[config.mk]
export PLATFORM = sky130hd
export DESIGN_NAME = hub75_bcm_scanner
export DESIGN_NICKNAME = d
export VERILOG_FILES = /design/src/rtl/hub75_pkg.sv /design/src/rtl/hub75_bcm_timer.sv /design/src/rtl/hub75_bcm_scanner.sv
export SDC_FILE = /design/constraint.sdc
export NUM_CORES = 1
export LEC_CHECK = 0
export CAP_MARGIN = 5
export CORE_ASPECT_RATIO = 1.4
export CORE_MARGIN = 2
export CORE_UTILIZATION = 43
export DETAILED_ROUTE_END_ITERATION = 8
export MAX_ROUTING_LAYER = met4
export PLACE_DENSITY = 0.61
export SETUP_SLACK_MARGIN = 0.1
export SYNTH_ARGS = -nofsm -noshare
export SYNTH_HDL_FRONTEND = slang
export SYNTH_SLANG_ARGS = --single-unit
[constraint.sdc]
create_clock -name clk_in -period 5.6 [get_ports clk_in]
set_input_delay 0.56 -clock clk_in [delete_from_list [all_inputs] [get_ports clk_in]]
set_output_delay 0.56 -clock clk_in [all_outputs]
set_load 0.02 [all_outputs]
[src/rtl/hub75_pkg.sv]
// ---------------------------------------------------------------------------
// hub75_pkg
// Shared definitions for the parametrised HUB75 BCM scanner:
//   - state_t   : scan FSM states (SHIFT, LATCH, SETTLE, DISPLAY)
//   - IDX_*     : bit positions of each colour inside rd_data
//                 rd_data = {R1,G1,B1,R2,G2,B2}
// ---------------------------------------------------------------------------
package hub75_pkg;

   typedef enum logic [1:0] {
      S_SHIFT   = 2'd0,
      S_LATCH   = 2'd1,
      S_SETTLE  = 2'd2,
      S_DISPLAY = 2'd3
   } state_t;

   localparam int unsigned IDX_R1 = 5;
   localparam int unsigned IDX_G1 = 4;
   localparam int unsigned IDX_B1 = 3;
   localparam int unsigned IDX_R2 = 2;
   localparam int unsigned IDX_G2 = 1;
   localparam int unsigned IDX_B2 = 0;

endpackage

[src/rtl/hub75_bcm_timer.sv]
// ---------------------------------------------------------------------------
// hub75_bcm_timer
// Display-phase timer for one BCM bit plane. Loaded once per plane (at LATCH)
// with the plane length BASE_UNIT<<plane and the brightness-scaled on-time;
// counts while i_run is high.
// Ports:
//   clk_in, rst_n   : clock, async active-low reset
//   i_load          : capture plane length and on-time (LATCH cycle)
//   i_run           : count one display cycle (DISPLAY state)
//   i_plane         : current bit plane index
//   i_brightness    : global dimming, 255 = full
//   o_oe_n          : panel output enable (active low), low for on-time only
//   o_plane_done    : high in the final display cycle of the plane
// ---------------------------------------------------------------------------
module hub75_bcm_timer #(
   parameter int unsigned BASE_UNIT  = 64,
   parameter int unsigned COLOR_BITS = 4,
   parameter int unsigned PW         = 2
) (
   input  logic          clk_in,
   input  logic          rst_n,
   input  logic          i_load,
   input  logic          i_run,
   input  logic [PW-1:0] i_plane,
   input  logic [7:0]    i_brightness,
   output logic          o_oe_n,
   output logic          o_plane_done
);

   // Width covers the longest plane, BASE_UNIT<<(COLOR_BITS-1), inclusive.
   localparam int unsigned TW     = $clog2(BASE_UNIT << (COLOR_BITS - 1)) + 1;
   localparam int unsigned PROD_W = TW + 9;

   logic [TW-1:0]     r_len;
   logic [TW-1:0]     r_on;
   logic [TW-1:0]     r_cnt;
   logic [TW-1:0]     w_len;
   logic [PROD_W-1:0] w_prod;
   logic [PROD_W-1:0] w_on_full;

   // Full-width product before the >>8 so the on-time is never truncated;
   // the result is at most w_len and therefore fits TW bits.
   always_comb begin
      w_len     = TW'(BASE_UNIT) << i_plane;
      w_prod    = PROD_W'(w_len) * PROD_W'({1'b0, i_brightness} + 9'd1);
      w_on_full = w_prod >> 8;
   end

   always_ff @(posedge clk_in or negedge rst_n) begin
      if (!rst_n) begin
         r_len <= '0;
         r_on  <= '0;
         r_cnt <= '0;
      end else if (i_load) begin
         r_len <= w_len;
         r_on  <= w_on_full[TW-1:0];
         r_cnt <= '0;
      end else if (i_run) begin
         r_cnt <= r_cnt + TW'(1);
      end
   end

   assign o_oe_n       = !(i_run && (r_cnt < r_on));
   assign o_plane_done = i_run && (r_cnt == (r_len - TW'(1)));

endmodule

[src/rtl/hub75_bcm_scanner.sv]
// ---------------------------------------------------------------------------
// hub75_bcm_scanner
// Parametrised HUB75 panel scanner with binary-coded modulation. Reads plane
// bits from an external pixel store (1-cycle read latency), shifts one row
// pair per plane, latches it, then displays it for BASE_UNIT<<plane cycles
// with OE duty scaled by global brightness. Buffer swaps happen only at the
// frame boundary.
// Optional feature: define HUB75_DEADTIME_EN to insert DEADTIME settle cycles
// (OE=1, LAT=0) between LATCH and DISPLAY.
// Ports:
//   clk_in, rst_n            : clock, async active-low reset
//   brightness               : global dimming, sampled at LATCH
//   swap_req / swap_ack      : level request, 1-cycle ack at frame end
//   frame_done               : 1-cycle pulse after the last plane of last row
//   rd_col/rd_row/rd_plane   : pixel-store read address
//   rd_buf                   : active buffer
//   rd_data                  : {R1,G1,B1,R2,G2,B2}, valid 1 cycle after address
//   row_sel                  : panel row address
//   R1,G1,B1,R2,G2,B2        : panel colour data
//   CLK, LAT, OE             : panel shift clock, latch, output enable (low)
// ---------------------------------------------------------------------------
module hub75_bcm_scanner
   import hub75_pkg::*;
#(
   parameter int unsigned PANEL_W    = 64,
   parameter int unsigned SCAN_ROWS  = 32,
   parameter int unsigned COLOR_BITS = 4,
   parameter int unsigned CLK_DIV    = 2,
   parameter int unsigned BASE_UNIT  = 64,
   parameter int unsigned DEADTIME   = 4
) (
   input  logic                                          clk_in,
   input  logic                                          rst_n,
   input  logic [7:0]                                    brightness,
   input  logic                                          swap_req,
   output logic                                          swap_ack,
   output logic                                          frame_done,
   output logic [$clog2(PANEL_W)-1:0]                    rd_col,
   output logic [$clog2(SCAN_ROWS)-1:0]                  rd_row,
   output logic [((COLOR_BITS > 1) ? $clog2(COLOR_BITS) : 1)-1:0] rd_plane,
   output logic                                          rd_buf,
   input  logic [5:0]                                    rd_data,
   output logic [$clog2(SCAN_ROWS)-1:0]                  row_sel,
   output logic                                          R1,
   output logic                                          G1,
   output logic                                          B1,
   output logic                                          R2,
   output logic                                          G2,
   output logic                                          B2,
   output logic                                          CLK,
   output logic                                          LAT,
   output logic                                          OE
);

   localparam int unsigned CW = $clog2(PANEL_W);
   localparam int unsigned RW = $clog2(SCAN_ROWS);
   localparam int unsigned PW = (COLOR_BITS > 1) ? $clog2(COLOR_BITS) : 1;
   localparam int unsigned SW = $clog2(2 * CLK_DIV);

   state_t        r_state;
   state_t        w_next;
   logic [SW-1:0] r_slot;
   logic [CW-1:0] r_col;
   logic [RW-1:0] r_row;
   logic [RW-1:0] r_row_sel;
   logic [PW-1:0] r_plane;
   logic          r_buf;
   logic [5:0]    r_rgb;
   logic          r_swap_ack;
   logic          r_frame_done;

   logic          w_slot_last;
   logic          w_col_last;
   logic          w_plane_last;
   logic          w_row_last;
   logic          w_oe_n;
   logic          w_plane_done;
   logic          w_load;
   logic          w_run;

`ifdef HUB75_DEADTIME_EN
   localparam int unsigned DTW = $clog2(DEADTIME) + 1;
   logic [DTW-1:0] r_settle;
`else
   logic           w_unused_deadtime;
   assign w_unused_deadtime = |DEADTIME;
`endif

   assign w_slot_last  = (r_slot == SW'(2 * CLK_DIV - 1));
   assign w_col_last   = (r_col == CW'(PANEL_W - 1));
   assign w_plane_last = (r_plane == PW'(COLOR_BITS - 1));
   assign w_row_last   = (r_row == RW'(SCAN_ROWS - 1));
   assign w_load       = (r_state == S_LATCH);
   assign w_run        = (r_state == S_DISPLAY);

   hub75_bcm_timer #(
      .BASE_UNIT  (BASE_UNIT),
      .COLOR_BITS (COLOR_BITS),
      .PW         (PW)
   ) u_timer (
      .clk_in       (clk_in),
      .rst_n        (rst_n),
      .i_load       (w_load),
      .i_run        (w_run),
      .i_plane      (r_plane),
      .i_brightness (brightness),
      .o_oe_n       (w_oe_n),
      .o_plane_done (w_plane_done)
   );

   always_ff @(posedge clk_in or negedge rst_n) begin
      if (!rst_n) r_state <= S_SHIFT;
      else        r_state <= w_next;
   end

   always_comb begin
      w_next = r_state;
      CLK    = 1'b0;
      LAT    = 1'b0;
      OE     = 1'b1;
      case (r_state)
         S_SHIFT: begin
            CLK = (r_slot >= SW'(CLK_DIV));
            if (w_slot_last && w_col_last) w_next = S_LATCH;
         end
         S_LATCH: begin
            LAT = 1'b1;
`ifdef HUB75_DEADTIME_EN
            w_next = S_SETTLE;
`else
            w_next = S_DISPLAY;
`endif
         end
         S_SETTLE: begin
`ifdef HUB75_DEADTIME_EN
            if (r_settle == DTW'(DEADTIME - 1)) w_next = S_DISPLAY;
`else
            w_next = S_DISPLAY;
`endif
         end
         S_DISPLAY: begin
            OE = w_oe_n;
            if (w_plane_done) w_next = S_SHIFT;
         end
         default: w_next = S_SHIFT;
      endcase
   end

   always_ff @(posedge clk_in or negedge rst_n) begin
      if (!rst_n) begin
         r_slot       <= '0;
         r_col        <= '0;
         r_row        <= '0;
         r_row_sel    <= '0;
         r_plane      <= '0;
         r_buf        <= 1'b0;
         r_rgb        <= '0;
         r_swap_ack   <= 1'b0;
         r_frame_done <= 1'b0;
`ifdef HUB75_DEADTIME_EN
         r_settle     <= '0;
`endif
      end else begin
         r_swap_ack   <= 1'b0;
         r_frame_done <= 1'b0;
         case (r_state)
            S_SHIFT: begin
               if (w_slot_last) begin
                  r_slot <= '0;
                  r_col  <= r_col + CW'(1);  // wraps to 0 after the last column
               end else begin
                  r_slot <= r_slot + SW'(1);
               end
               // Read data arrives one cycle after the slot-0 address.
               if (r_slot == SW'(1)) r_rgb <= rd_data;
            end
            S_LATCH: begin
               r_row_sel <= r_row;
`ifdef HUB75_DEADTIME_EN
               r_settle  <= '0;
`endif
            end
            S_SETTLE: begin
`ifdef HUB75_DEADTIME_EN
               r_settle <= r_settle + DTW'(1);
`endif
            end
            S_DISPLAY: begin
               if (w_plane_done) begin
                  if (w_plane_last) begin
                     r_plane <= '0;
                     r_row   <= r_row + RW'(1);
                     if (w_row_last) begin
                        r_frame_done <= 1'b1;
                        if (swap_req) begin
                           r_buf      <= ~r_buf;
                           r_swap_ack <= 1'b1;
                        end
                     end
                  end else begin
                     r_plane <= r_plane + PW'(1);
                  end
               end
            end
            default: ;
         endcase
      end
   end

   assign rd_col     = r_col;
   assign rd_row     = r_row;
   assign rd_plane   = r_plane;
   assign rd_buf     = r_buf;
   assign row_sel    = r_row_sel;
   assign swap_ack   = r_swap_ack;
   assign frame_done = r_frame_done;
   assign R1         = r_rgb[IDX_R1];
   assign G1         = r_rgb[IDX_G1];
   assign B1         = r_rgb[IDX_B1];
   assign R2         = r_rgb[IDX_R2];
   assign G2         = r_rgb[IDX_G2];
   assign B2         = r_rgb[IDX_B2];

endmodule

; After elaboration in Yosys (flattened, before gate mapping)
; Cells that the tools add are included.
[word_totals]
register_bits = 61
input_bits = 17
out_inout_bits = 30
word_cells = 68
[classes]
add_sub_neg = 7
multipliers = 1
n_lt_le_gt_ge = 2
eq_ne = 11
shift = 1
mux = 19
n_bitwise = 1
n_reduce_logical = 13
[ops]
columns = op, n
row1 = 10-bit 2-to-1 mux, 2
row2 = 10-bit by 19-bit multiplier with 18-bit output, 1
row3 = 1-bit 2-to-1 mux, 12
row4 = "10-bit by 1-bit adder with 10-bit output, second input constant", 1
row5 = 10-bit equality test, 1
row6 = 10-bit < comparator, 1
row7 = "7-bit by 2-bit << shifter with 10-bit output, first input constant", 1
row8 = "10-bit by 1-bit subtractor with 10-bit output, second input constant", 1
row9 = "8-bit by 1-bit adder with 9-bit output, second input constant", 1
row10 = "2-bit equality test, second input constant", 4
row11 = 2-bit 2-to-1 mux, 4
row12 = 2-bit AND reduction, 4
row13 = "6-bit by 1-bit adder with 6-bit output, second input constant", 1
row14 = "6-bit equality test, second input constant", 1
row15 = 2-bit one-hot mux with 3 select lines, 1
row16 = "5-bit by 1-bit adder with 5-bit output, second input constant", 1
row17 = "5-bit equality test, second input constant", 1
row18 = 5-bit AND reduction, 1
row19 = "2-bit by 1-bit adder with 2-bit output, second input constant", 2
row20 = "2-bit by 1-bit equality test with 1-bit output, second input constant", 2
row21 = "2-bit inequality test, second input constant", 2
row22 = 1-bit logical AND, 3
row23 = 3-bit AND reduction, 1
row24 = "2-bit >= comparator, second input constant", 1
row25 = 5 further kinds, 5

; Depth between registers and ports, before layout
[depth]
depth_word = 5
mapped_depth = 17
depth_no_buf = 17

; By module
; A second synthesis with hierarchy kept.
[hier_totals]
hier_cells = 398
area_unflattened_um2 = 3991.3
[by_module_without_submodules]
columns = module, n_inst, cells_per_inst, area_per_inst_um2, seq_area_each_um2
row1 = hub75_bcm_timer, 1, 289, 2577.5, 600.6
row2 = hub75_bcm_scanner, 1, 109, 1413.9, 775.7

; Least setup slack after synthesis
; Ideal clock, no wire load.
[synth_timing]
path_type = input to register
from = in brightness[0]
to = reg u_timer.r_on[8]
setup_ps = 131
t_arrival_ps = 4211
required_ps = 5469
setup_slack_ps = 1258
path_stages = 16
n_path_buf = 0
cell_sequence = ha_1 xor2_1 and2_1 fa_1 ha_1 ha_1 inv_1 fa_1 inv_1 ha_1 fa_1 a21o_1 a21o_1 a21oi_1 nor3_1 or3_1
[synth_between]
elab_chain_cells = 2
[synth_rtl]
columns = item, line
row1 = "start, declared", hub75_bcm_scanner.sv:34  ; input logic [7:0] brightness,
row2 = 8-bit by 1-bit adder with 9-bit output, hub75_bcm_timer.sv:45  ; w_prod = PROD_W'(w_len) * PROD_W'({1'b0, i_brightness} + 9'd1);
row3 = 10-bit by 19-bit multiplier with 18-bit output, hub75_bcm_timer.sv:45
row4 = "end signal, assigned", hub75_bcm_timer.sv:56  ; r_on <= w_on_full[TW-1:0];
row5 = "end, declared", hub75_bcm_timer.sv:35  ; logic [TW-1:0] r_on;
; No other way between the ends.
; A chain may end at the register's enable or synchronous reset.

; Worst setup path in the final report
; Same ends and word-level chain as after synthesis.

==> flow_summary.ini <==
[status]
status = finished clean

[pwr]
p_sw_mw = 0.170
power.share.clock_pct = 40.3
seqPwrFrac_pct = 52.8
intPower_mw = 0.589
irDropWorstVdd_uv = 158
switching_share_pct = 22.4
powerDensity_mw_per_mm2 = 162
power_frac_comb_pct = 7.0
p_leak_nw = 2.36

[clock_network]
ctsResizeCount = 0
path_clk_slew_ps = 70
cts_buffer_depth = 2
cts_hold_buf = 0
cts.sinks = 55
cts_root_buf = clkbuf_16
cts_tree = done
cts-buffers-inserted = 5
clk_latency_ps = 290
cts.htree.levels = 2
cts_setup_buffers = 0

[global_route]
grt_pass1_vias = 3014
gr-total-overflow = 0
grt_pass1_wl_um = 13400
grt_max_degree = 56
track_usage_pct = 16.7
antenna_found_initial = 0

[worst_setup_path]
required_ps = 5770
reg2reg_from = rd_plane[0]$_DFFE_PN0P_
crit_start = brightness[0]
start_kind = input port
worstPathMaxFanout = 6
setup.worst_path.end = u_timer.r_on[8]$_DFFE_PN0P_
cp-end-kind = register
ff2ff_path_depth = 16
r2r_end = u_timer.r_on[8]$_DFFE_PN0P_
critPathArrivalTime_ps = 4970
r2r_setup_slack_ps = 1090
path_class = input port to register

[yosys]
synth.distinct_cells = 41
synth.avg_cell_area_um2 = 10.4
synth_edf_count = 0
yosysTopAreaCell = dfrtp_1
ys.warnings.count = 0
syn_nets = 469
synth_flop_cell = dfrtp_1
yosysSeqAreaShare_pct = 34.8
synth.cell_area_mm2 = 0.00396
synth.top_cell.area_share_pct = 34.8
ys_ff_latch = 55
async_flop_share_pct = 100
syn_inst = 382
synth_area_leaders = dfrtp_1 (35%), ha_1 (18%), fa_1 (7.1%), mux2_2 (5.1%), inv_1 (4.1%)

[timing]
slew_headroom_pct = 54.0
period_share_pct = 85.7
skew_ps = 5.15
hold_violations = 0
slew_violations = 0
min_period_ps = 4800
setup_viol = 0
setup_tns_ps = 0
rsz0062_at_grt = no
worst-slew-pin-transition_ps = 690
clock.fmax_mhz = 208

[finish]
finalNetCount = 518
drive_gt1_share_pct = 7.87
num_antenna_cells = 0
final_core_util_pct = 52.0
syn_to_final_growth_pct = 18.1

[floorplanning]
die_x_um = 85.1
fp.dieH_um = 117
start_util_pct = 44.1
core_area_mm2 = 0.00898
row_count = 41
dieArea_mm2 = 0.00999
io_pins = 47

[min_path]
hold_class = input port to asynchronous set/reset pin

[detailed_routing]
drt-pass1-iter-count = 4
routedWlPerCell_um = 13.8
routed_wl_um = 7430
first_iter_violations = 130
vias = 2774
ant_nets = 0
remaining_drc_errors = 0
vias_per_cell = 5.15

[place]
dpl.hpwl_um = 5790
port_buffers = 46
place_congestion = 0.767

[run]
drv_cap = 0
[state kept, by name (all words and copies together) (netlist names), 2 cells and up]
register       flops
u_timer.r_on      10
r_rgb              6
row_sel            5
u_timer.r_len      4
rd_plane           2
r_state            2
r_slot             2
rd_row             5
rd_col             6
u_timer.r_cnt     10
[logic make-up (layout without fill, tap and decap cells)]
| family | count (synthesis) | count (layout) | synth area share, % |
|---|---|---|---|
| compound gates | 39 | 39 | 5.88 |
| xor+xnor | 35 | 35 | 8.32 |
| fa+ha+maj | 70 | 70 | 24.8 |
| buf+inv | 49 | 99 | 4.84 |
| flops | 55 | 55 | 34.8 |
| mux | 23 | 23 | 6.39 |
| simple gates | 111 | 111 | 15.0 |
[stage by stage]
| stage | hold slack (ps) | std cells | total power [mW] | setup WS [ps] | instance area (um^2) |
|---|---|---|---|---|---|
| after floorplan | 264 | 382 | 0.430 | 1260 | 3960 |
| after CTS | 425 | 539 | 0.772 | 794 | 4670 |
| after global routing | 476 | 539 | 0.793 | 547 | 4670 |
| after global placement | 486 | 531 | 0.462 | 553 | 4530 |
| after detailed placement | 489 | 531 | 0.462 | 497 | 4530 |
| final | 397 | 539 | 0.759 | 801 | 4670 |
[cells in the mapped netlist (2+ instances only)]
library cell and instances:
nor3b_1 2, fa_1 14, nor2b_1 13, nand2b_1 6
clkbuf_1 3, o21ai_0 17, mux2_2 18, a21oi_1 8
ha_1 56, inv_1 43, nor3_1 6, nand4_1 7
and3_1 4, nand3_1 9, nand2_1 27, mux2i_1 5
a211oi_1 3, and2_1 9, a21o_1 4, xor2_1 15
or3_1 2, buf_1 2, nor2_1 20, dfrtp_1 55
xnor2_1 18
[per-layer routing]
metal  wire length [um]  vias up  GRT usage (%)  share of wire, %
met5                  0        -              -                 0
met4                128        0           5.16               1.7
met3                236       11           2.66               3.2
met2               3930       44           29.1                53
met1               3130     1342           19.6                42
li1                   -     1377              -                 -
[worst max-delay path: stages]
cell and delay [ps]:
clkdlybuf4s50_1 570, ha_1 240, nand3_1 100, xor2_1 310
nor2b_1 100, ha_1 220, fa_1 480, ha_1 290
inv_1 50, fa_1 530, inv_1 70, fa_1 450
a21o_1 190, a21o_1 200, a21oi_1 180, nor3_1 70
or3_1 360
[power groups by stage]
stage,logic (mW),registers [mW],clock network (mW)
2_1_floorplan,0.0194,0.411,0
3_3_place_gp,0.0538,0.408,0
3_5_place_dp,0.0537,0.408,0
4_1_cts,0.0542,0.400,0.317
5_1_grt,0.0605,0.400,0.332
6_report,0.0529,0.400,0.306
[placed cells by master (no fill, tap or decap), drive strengths merged, types with 2 or more instances in the layout]
cell            n
a211oi          3
a21o            4
a21oi           8
and2           10
and3            5
buf             3
clkbuf          6
clkdlybuf4s50  45
dfrtp          55
fa             14
ha             56
inv            43
mux2           18
mux2i           5
nand2          27
nand2b          6
nand3           9
nand4           7
nor2           20
nor2b          13
nor3            6
nor3b           2
o21ai          17
or3             3
xnor2          18
xor2           16
[worst min-delay path by stage]
stage / end / cells past startpoint
6_report: row_sel[1]$_DFFE_PN0P_ / 2
4_1_cts: r_rgb[1]$_DFFE_PN0P_ / 2
5_1_grt: r_rgb[5]$_DFFE_PN0P_ / 2
3_3_place_gp: rd_col[4]$_DFFE_PN0P_ / 1
3_5_place_dp: rd_col[5]$_DFFE_PN0P_ / 1
2_1_floorplan: frame_done$_DFF_PN0_ / 0
[cell type report]
class | instances | area, um^2
fill | 846 | 4310
multi-input combinational | 278 | 2390
sequential | 55 | 1380
timing repair buffer | 48 | 470
inverter | 43 | 161
tap | 107 | 134
clock buffer | 6 | 129
clock inverter | 2 | 12.5
(Power assumes the default switching activity.)
